<file path="config.mk">
export PLATFORM = sky130hd
export DESIGN_NAME = fpu_arbiter
export DESIGN_NICKNAME = d
export VERILOG_FILES = /design/src/rtl/fpu_ctrl_pkg.sv /design/src/rtl/fpu_rr_pick.sv /design/src/rtl/fpu_arbiter.sv
export SDC_FILE = /design/constraint.sdc
export NUM_CORES = 1
export LEC_CHECK = 0
export BUFFER_PORTS_ARGS = -buffer_cell sky130_fd_sc_hd__clkbuf_2
export CORE_AREA = 5 5 155 157
export CTS_CLUSTER_SIZE = 20
export DETAILED_ROUTE_END_ITERATION = 8
export DIE_AREA = 0 0 160 162
export REMOVE_ABC_BUFFERS = 1
export SLEW_MARGIN = 20
export SYNTH_ARGS = -nofsm -noshare
export SYNTH_HDL_FRONTEND = slang
export SYNTH_HIERARCHICAL = 1
export SYNTH_SLANG_ARGS = --single-unit
</file>
<file path="constraint.sdc">
create_clock -name clk -period 6.8 [get_ports clk]
set_clock_uncertainty 0.2 [all_clocks]
set_input_delay 0.68 -clock clk [delete_from_list [all_inputs] [get_ports clk]]
set_output_delay 0.68 -clock clk [all_outputs]
set_load 0.005 [all_outputs]
</file>
<file path="src/rtl/fpu_ctrl_pkg.sv">
// Shared types and constants for the fpu arbiter.
// State encoding, op codes and the error result word.
package fpu_ctrl_pkg;

    typedef enum logic [2:0] {
        S_IDLE      = 3'd0,
        S_ISSUE     = 3'd1,
        S_WAIT_ACK  = 3'd2,
        S_WAIT_DONE = 3'd3,
        S_RESP      = 3'd4,
        S_ERR       = 3'd5,
        S_DRAIN     = 3'd6
    } state_e;

    localparam logic [31:0] FPU_QNAN = 32'h7FC0_0000;
    localparam logic        OP_ADD   = 1'b0;
    localparam logic        OP_SUB   = 1'b1;

endpackage

</file>
<file path="src/rtl/fpu_rr_pick.sv">
// Rotate-priority pick: first valid requester after rr_ptr,
// wrapping, so rr_ptr itself has the lowest priority.
module fpu_rr_pick #(
    parameter int N_REQ = 4,
    parameter int ID_W  = 2
) (
    input  logic [N_REQ-1:0] req_valid,
    input  logic [ID_W-1:0]  rr_ptr,
    output logic             found,
    output logic [ID_W-1:0]  idx
);

    logic [ID_W-1:0] cand;

    // Walk from farthest to nearest so the nearest hit is kept.
    always_comb begin
        found = 1'b0;
        idx   = '0;
        cand  = '0;
        for (int k = N_REQ; k >= 1; k--) begin
            cand = ID_W'((int'(rr_ptr) + k) % N_REQ);
            if (req_valid[cand]) begin
                found = 1'b1;
                idx   = cand;
            end
        end
    end

endmodule

</file>
<file path="src/rtl/fpu_arbiter.sv">
// Round-robin arbiter sharing one multi-cycle fpu between requesters,
// with a watchdog that reports a hung fpu as a tagged error response.
module fpu_arbiter
    import fpu_ctrl_pkg::*;
#(
    parameter int N_REQ   = 4,
    parameter int ID_W    = 2,
    parameter int TIMEOUT = 64
) (
    input  logic                clk,
    input  logic                rst,
    input  logic [N_REQ-1:0]    req_valid,
    input  logic [N_REQ-1:0]    req_op,
    input  logic [32*N_REQ-1:0] req_a,
    input  logic [32*N_REQ-1:0] req_b,
    output logic [N_REQ-1:0]    req_grant,
    output logic                rsp_valid,
    output logic [ID_W-1:0]     rsp_id,
    output logic [31:0]         rsp_data,
    output logic                rsp_err,
    output logic                busy,
    output logic                fpu_start,
    output logic                fpu_op,
    output logic [31:0]         fpu_a,
    output logic [31:0]         fpu_b,
    input  logic                fpu_ready,
    input  logic [31:0]         fpu_c
);

    localparam int WD_W = $clog2(TIMEOUT) + 1;

    state_e            state_q, state_d;
    logic [ID_W-1:0]   rr_q, rr_d;
    logic [ID_W-1:0]   id_q, id_d;
    logic              op_q, op_d;
    logic [31:0]       a_q, a_d;
    logic [31:0]       b_q, b_d;
    logic [WD_W-1:0]   wdog_q, wdog_d;
    logic [N_REQ-1:0]  grant_q, grant_d;
    logic              start_q, start_d;
    logic              rv_q, rv_d;
    logic              err_q, err_d;
    logic [31:0]       data_q, data_d;

    logic              found;
    logic [ID_W-1:0]   pick;
    logic              wd_hit;
    logic [31:0]       a_arr [N_REQ];
    logic [31:0]       b_arr [N_REQ];

    for (genvar g = 0; g < N_REQ; g++) begin : g_unpack
        assign a_arr[g] = req_a[32*g +: 32];
        assign b_arr[g] = req_b[32*g +: 32];
    end

    fpu_rr_pick #(
        .N_REQ (N_REQ),
        .ID_W  (ID_W)
    ) u_pick (
        .req_valid (req_valid),
        .rr_ptr    (rr_q),
        .found     (found),
        .idx       (pick)
    );

    assign wd_hit = (wdog_q == WD_W'(TIMEOUT - 1));

    always_comb begin
        state_d = state_q;
        rr_d    = rr_q;
        id_d    = id_q;
        op_d    = op_q;
        a_d     = a_q;
        b_d     = b_q;
        wdog_d  = wdog_q;
        grant_d = '0;
        start_d = 1'b0;
        rv_d    = 1'b0;
        err_d   = 1'b0;
        data_d  = data_q;
        unique case (state_q)
            S_IDLE: begin
                if (found && fpu_ready) begin
                    grant_d = N_REQ'(1) << pick;
                    rr_d    = pick;
                    id_d    = pick;
                    op_d    = req_op[pick];
                    a_d     = a_arr[pick];
                    b_d     = b_arr[pick];
                    start_d = 1'b1;
                    state_d = S_ISSUE;
                end
            end
            S_ISSUE: begin
                wdog_d  = '0;
                state_d = S_WAIT_ACK;
            end
            S_WAIT_ACK: begin
                if (!fpu_ready) begin
                    wdog_d  = '0;
                    state_d = S_WAIT_DONE;
                end else if (wd_hit) begin
                    rv_d    = 1'b1;
                    err_d   = 1'b1;
                    data_d  = FPU_QNAN;
                    state_d = S_ERR;
                end else begin
                    wdog_d = wdog_q + WD_W'(1);
                end
            end
            S_WAIT_DONE: begin
                if (fpu_ready) begin
                    rv_d    = 1'b1;
                    data_d  = fpu_c;
                    state_d = S_RESP;
                end else if (wd_hit) begin
                    rv_d    = 1'b1;
                    err_d   = 1'b1;
                    data_d  = FPU_QNAN;
                    state_d = S_ERR;
                end else begin
                    wdog_d = wdog_q + WD_W'(1);
                end
            end
            S_RESP:  state_d = S_IDLE;
            S_ERR:   state_d = S_DRAIN;
            S_DRAIN: begin
                if (fpu_ready) state_d = S_IDLE;
            end
            default: state_d = S_IDLE;
        endcase
    end

    always_ff @(posedge clk or posedge rst) begin
        if (rst) begin
            state_q <= S_IDLE;
            rr_q    <= ID_W'(N_REQ - 1);
            id_q    <= '0;
            op_q    <= 1'b0;
            a_q     <= '0;
            b_q     <= '0;
            wdog_q  <= '0;
            grant_q <= '0;
            start_q <= 1'b0;
            rv_q    <= 1'b0;
            err_q   <= 1'b0;
            data_q  <= '0;
        end else begin
            state_q <= state_d;
            rr_q    <= rr_d;
            id_q    <= id_d;
            op_q    <= op_d;
            a_q     <= a_d;
            b_q     <= b_d;
            wdog_q  <= wdog_d;
            grant_q <= grant_d;
            start_q <= start_d;
            rv_q    <= rv_d;
            err_q   <= err_d;
            data_q  <= data_d;
        end
    end

    assign req_grant = grant_q;
    assign rsp_valid = rv_q;
    assign rsp_id    = id_q;
    assign rsp_data  = data_q;
    assign rsp_err   = err_q;
    assign busy      = (state_q != S_IDLE);
    assign fpu_start = start_q;
    assign fpu_op    = op_q;
    assign fpu_a     = a_q;
    assign fpu_b     = b_q;

endmodule
</file>
[Word-level counts from Yosys, hierarchy flattened]
Index checks and enable logic that the tools add are counted.
Cells by class
  equal/unequal tests: 10
  muxes and demuxes: 48
  add/subtract/negate cells: 5
  bitwise logic cells: 1
  shift operators: 1
  reduce and logical (&&, ||, !) cells: 9
  order comparisons: 6
Operators by type and width (number)
  two-way mux 32 bit: 7
  binary-select mux 32 bit (select 2 bit): 2
  one-hot mux 32 bit (2 select lines): 1
  two-way mux 7 bit: 3
  one-hot mux 7 bit (3 select lines): 1
  one-hot mux 3 bit (6 select lines): 1
  < comparator 2 x 3 -> 1 bit (second input constant): 5
  two-way mux 1 bit: 15
  two-way mux 3 bit: 5
  binary-select mux 1 bit (select 2 bit): 5
  two-way mux 2 bit: 4
  two-way mux 4 bit: 2
  != test 2 bit (second input constant): 4
  AND reduction 2 bit: 4
  adder 7 x 1 -> 7 bit (second input constant): 1
  == test 7 x 6 -> 1 bit (second input constant): 1
  == test 3 x 2 -> 1 bit (second input constant): 2
  == test 3 bit (second input constant): 2
  nonzero test 3 bit: 2
  adder 2 x 1 -> 2 bit (second input constant): 2
  adder 2 bit (second input constant): 2
  one-hot mux 1 bit (2 select lines): 2
  << shifter 1 x 2 -> 4 bit (first input constant): 1
  == test 3 x 1 -> 1 bit (second input constant): 1
  5 further kinds: 5
Word-level totals
  register bits: 118
  output and inout port bits: 107
  input bits: 299
  logic and storage cells: 92

[Logic depth before layout (Yosys ltp)]
  depth after elaboration: 11
  mapped depth: 9
  depth with buffers taken out: 6

[Modules after synthesis]
The synthesis kept the hierarchy.
By module, submodules not included
  fpu_arbiter: cells each 529, instances 1, sequential area each 2955.3 µm², area each 6064.6 µm²
  fpu_rr_pick: cells each 14, instances 1, sequential area each 0.0 µm², area each 91.3 µm²

[Worst setup path after synthesis]
Ideal clock, no wire load.
  kind: input to register
  start point: in req_valid[2]
  end point: reg b_q[10], in the netlist fpu_b[10]
  data required time: 6.483 ns
  buffers on the path: 3
  data arrival time: 2.307 ns
  stages: 9
  library setup time: 0.117 ns
  slack: 4.176 ns
  path through: and2b_1 a21oi_2 o221ai_2 clkbuf_1 buf_4 buf_4 mux4_2 nand2_1 nand2_1
On the way
  cells in the longest elaborated chain, start to end: 10
  elaborated cells on any way between the ends: 22
  those cells by class: mux: 19; bitwise: 1; reduce/logical: 2
RTL lines
  from (decl): line fpu_arbiter.sv:12  | input logic [N_REQ-1:0] req_valid,
  binary-select mux 1 bit (select 2 bit): line fpu_rr_pick.sv:22  | if (req_valid[cand]) begin
  two-way mux 1 bit (implied by the code): line fpu_rr_pick.sv:22
  two-way mux 2 bit (3 in series): line fpu_rr_pick.sv:22
  two-way mux 2 bit (*): line fpu_rr_pick.sv:22
  via pick[0]: line fpu_arbiter.sv:46  | logic [ID_W-1:0] pick;
  NOT 2 -> 3 bit (implied by the code) (*): line fpu_arbiter.sv:89  | b_d = b_arr[pick];
  binary-select mux 32 bit (select 2 bit) (*): line fpu_arbiter.sv:89
  two-way mux 32 bit (implied by the code) (*) (2 in series): line fpu_arbiter.sv:89
  to (signal assigned): line fpu_arbiter.sv:141  | b_q <= '0;
  to (signal assigned): line fpu_arbiter.sv:154  | b_q <= b_d;
  to (decl): line fpu_arbiter.sv:37  | logic [31:0] b_q, b_d;
The timed path passes the listed nets; every way through them passes the cells marked *. The select of a mux whose other input is x is not followed.
A chain may end at the register's enable or synchronous reset.

[Worst setup path in the final report]
  start point: reg state_q[0]
  end point: reg b_q[28], in the netlist fpu_b[28]
On the way
  cells in the longest elaborated chain, start to end: 2
RTL lines
  from (decl): line fpu_arbiter.sv:32  | state_e state_q, state_d;
  from (signal assigned): line fpu_arbiter.sv:149  | state_q <= state_d;
  zero test 3 bit: line fpu_arbiter.sv:81  | unique case (state_q)
  AND reduction 2 bit (no source line)
No other way between the ends.

==> impl_metrics.json <==
{
  "worst-slew-pin-transition_ns": 1.03,
  "layout_setup_ws_ns": 3.30,
  "clk_latency_ns": 0.41,
  "use_met1_pct": 19.5,
  "cts_resized": 0,
  "drt_pass1_iterations": 4,
  "clock.fmax_ghz": 0.286,
  "postSynthRegisterBits": 118,
  "drt-wirelength-per-cell_um": 17.7,
  "grt_setup_unrepaired": "no",
  "timing_worst_setup_path_type": "reg -> reg",
  "core_region_area_um2": 22400,
  "classification_of_the_worst_slack_hold_path": "in -> async",
  "groute.usage.overall_pct": 16.7,
  "postRouteAntennaNets": 0,
  "power.ir.vdd_worst_mv": 0.149,
  "synth_seq_area_share_pct": 48.0,
  "number_of_buffers_added_for_setup_after_cts": 0,
  "report.final.hold_viol_count": 0,
  "synthCells": 543,
  "end_kind": "flip-flop",
  "htreeDepth": 4,
  "synth.most_common_cell": "nand2_1",
  "die-area_um2": 25900,
  "wire_length_of_the_first_global_routing_pass_um": 34300,
  "ys_top_cells_by_area": "dfrtp_1, mux4_2, nand2_1",
  "post-route-util_pct": 40.7,
  "synth_area_per_cell_um2": 11.3,
  "total_number_of_placement_rows": 55,
  "buffer_ports.inserted": 405,
  "globalRouteMet3Util_pct": 6.55,
  "met2_track_demand_over_resource_pct": 28.1,
  "number_of_buffers_on_the_longest_clock_path": 2,
  "crit_required_ns": 6.94,
  "yosys.cell_types.count": 38,
  "cts_num_sinks": 118,
  "pin_count_of_the_biggest_net_entering_global_routing": 80,
  "status": "finished clean",
  "yosys.area.top_type_share_pct": 47.2,
  "timing.final.max_slew_violations": 0,
  "ctsRootBufferMaster": "clkbuf_16",
  "share_clk_of_total_power_pct": 27.0,
  "synth.largest_area_cell": "dfrtp_1",
  "leakagePower_nw": 4.86,
  "timing.critical_path.fanout_max": 71,
  "critPathLaunchType": "flip-flop",
  "die-height_um": 162,
  "setup_total_negative_slack_ns": 0,
  "period_share_pct": 51.4,
  "power.internal_mw": 2.38,
  "antenna_found_initial": 2,
  "maxSlewHeadroom_pct": 31.2,
  "drive_gt1_share_pct": 55.0,
  "num_vias": 5804,
  "syn2layout_area_growth_pct": 47.8,
  "hpwl_um": 16800,
  "min_period_ns": 3.50,
  "setup.reg_to_reg.worst_slack_ns": 3.30,
  "first_global_vias": 6287,
  "drt_first_iter_violations": 258,
  "globalRoute.totalOverflow": 0,
  "final_net_count": 1233,
  "num-fill-cells": 2239,
  "area_of_the_multi_input_gates_um2": 3020,
  "power.switching_fraction_pct": 34.6,
  "die_x_um": 160,
  "num_io_pins": 406,
  "synth_enable_flop_cells": 0,
  "power.share.sequential_pct": 32.9,
  "post_synth_instance_area_um2": 6160,
  "finalPower_mw": 3.64,
  "ctsHoldBuffers": 0,
  "synth-main-ff-cell": "dfrtp_1",
  "setup_viol": 0,
  "register_area_um2": 2960,
  "initial_utilization_pct": 27.5,
  "postSynth.asyncResetShare_pct": 100,
  "routed_wl_um": 21800,
  "p_switching_mw": 1.26,
  "maxCapViolCount": 0,
  "finalWeightedCongestion": 0.791,
  "cp_data_arrival_time_ns": 3.64,
  "synth-warning-count": 6,
  "ys_top_cells_by_count": "nand2_1, dfrtp_1, mux4_2",
  "rr_startpoint": "state_q[0]",
  "clkTransAtPathRegs_ns": 0.06,
  "worst_setup_path_startpoint": "state_q[0]",
  "combinationalPowerShare_pct": 40.1,
  "post_drt_via_cell_ratio": 4.71,
  "drt_drc_violations_left": 0,
  "globalRoute.busiestLayer": "met2",
  "clock_tree_from_tritoncts": "yes",
  "power.density_cell_area_nw_per_um2": 400,
  "cts_buffers": 17,
  "preCtsSetupSlack_ns": 3.15
}
## power groups by stage
| stage | sequential [mW] | clock, mW | combinational, mW |
|---|---|---|---|
| 6_report | 1.20 | 0.981 | 1.46 |
| 4_1_cts | 1.20 | 1.01 | 1.49 |
| 3_5_place_dp | 1.21 | 0 | 1.49 |
| 2_1_floorplan | 1.20 | 0 | 0.905 |
| 3_3_place_gp | 1.20 | 0 | 1.47 |
| 5_1_grt | 1.24 | 1.04 | 1.64 |
## kinds of logic (layout without fill, tap and decap cells)
family,after synthesis,in the layout,share of synthesized area (%)
compound gates,60,60,7.50
flops,118,118,48.0
fa+ha+maj,2,2,0.366
simple gates,246,246,16.1
mux,68,68,24.3
xor+xnor,1,1,0.142
other cells,0,1,0
buf+inv,48,451,3.58
## critical path, stage by stage, from the launching register on
cell	delay [ns]
dfrtp_1	0.53
nor3_1	0.44
nand3_4	0.71
inv_2	0.81
buf_4	0.48
nand2_1	0.11
nand2_1	0.08
## layout by cell type, fill, tap and decap left out, types with 4 or more instances in the layout
cell type  synthesis  layout
inv_1              6       5
a22o_1            23      23
dfrtp_1          116     116
nand2_1          211     211
clkbuf_16          0      17
o22a_1             9       9
buf_4              2       4
a21oi_1           10       9
mux4_2            65      65
or4_1              4       4
o31ai_1            5       5
nand3_1            7       6
nor2_1             9       9
bufinv_16          0       4
o21ai_0            4       4
clkbuf_2           0     405
## metrics by stage
stage	area, µm²	cells	hold WS [ns]
3_5_place_dp	8420	1198	0.261
2_1_floorplan	5970	503	0.260
3_3_place_gp	8420	1198	0.259
6_report	9100	1232	0.0987
4_1_cts	9060	1230	0.102
5_1_grt	9100	1232	0.136
## worst paths after layout
kind                                   to  cells past startpoint
min in group clk                fpu_a[10]                      2
worst max-delay path            fpu_b[28]                      6
worst min register to register  fpu_a[10]                      2
max in group asynchronous        fpu_b[7]                      3
worst max register to register  fpu_b[28]                      6
worst min-delay path            fpu_a[31]                      2
## sequential cells by signal (all words and copies together), names as in the netlist, 2 cells and up
register   cells
fpu_a         32
fpu_b         32
req_grant      4
rr_q           2
rsp_data      32
rsp_id         2
state_q        3
wdog_q         7
## layer usage
layer	vias to the layer above	share of wire (%)
li1	2714	-
met1	2767	39
met2	282	49
met3	39	9.2
met4	2	2.7
met5	-	0.046
## cell type report
| class | instances | share of cell area (%) |
|---|---|---|
| Clock buffer | 21 | 5.17 |
| Multi-Input combinational cell | 377 | 33.1 |
| Sequential cell | 118 | 32.5 |
| Inverter | 8 | 0.358 |
| Clock inverter | 11 | 1.87 |
| Timing Repair Buffer | 411 | 23.0 |
| Antenna cell | 1 | 0.0275 |
| Tap cell | 285 | 3.92 |
Power figures use the tool's default switching activity.
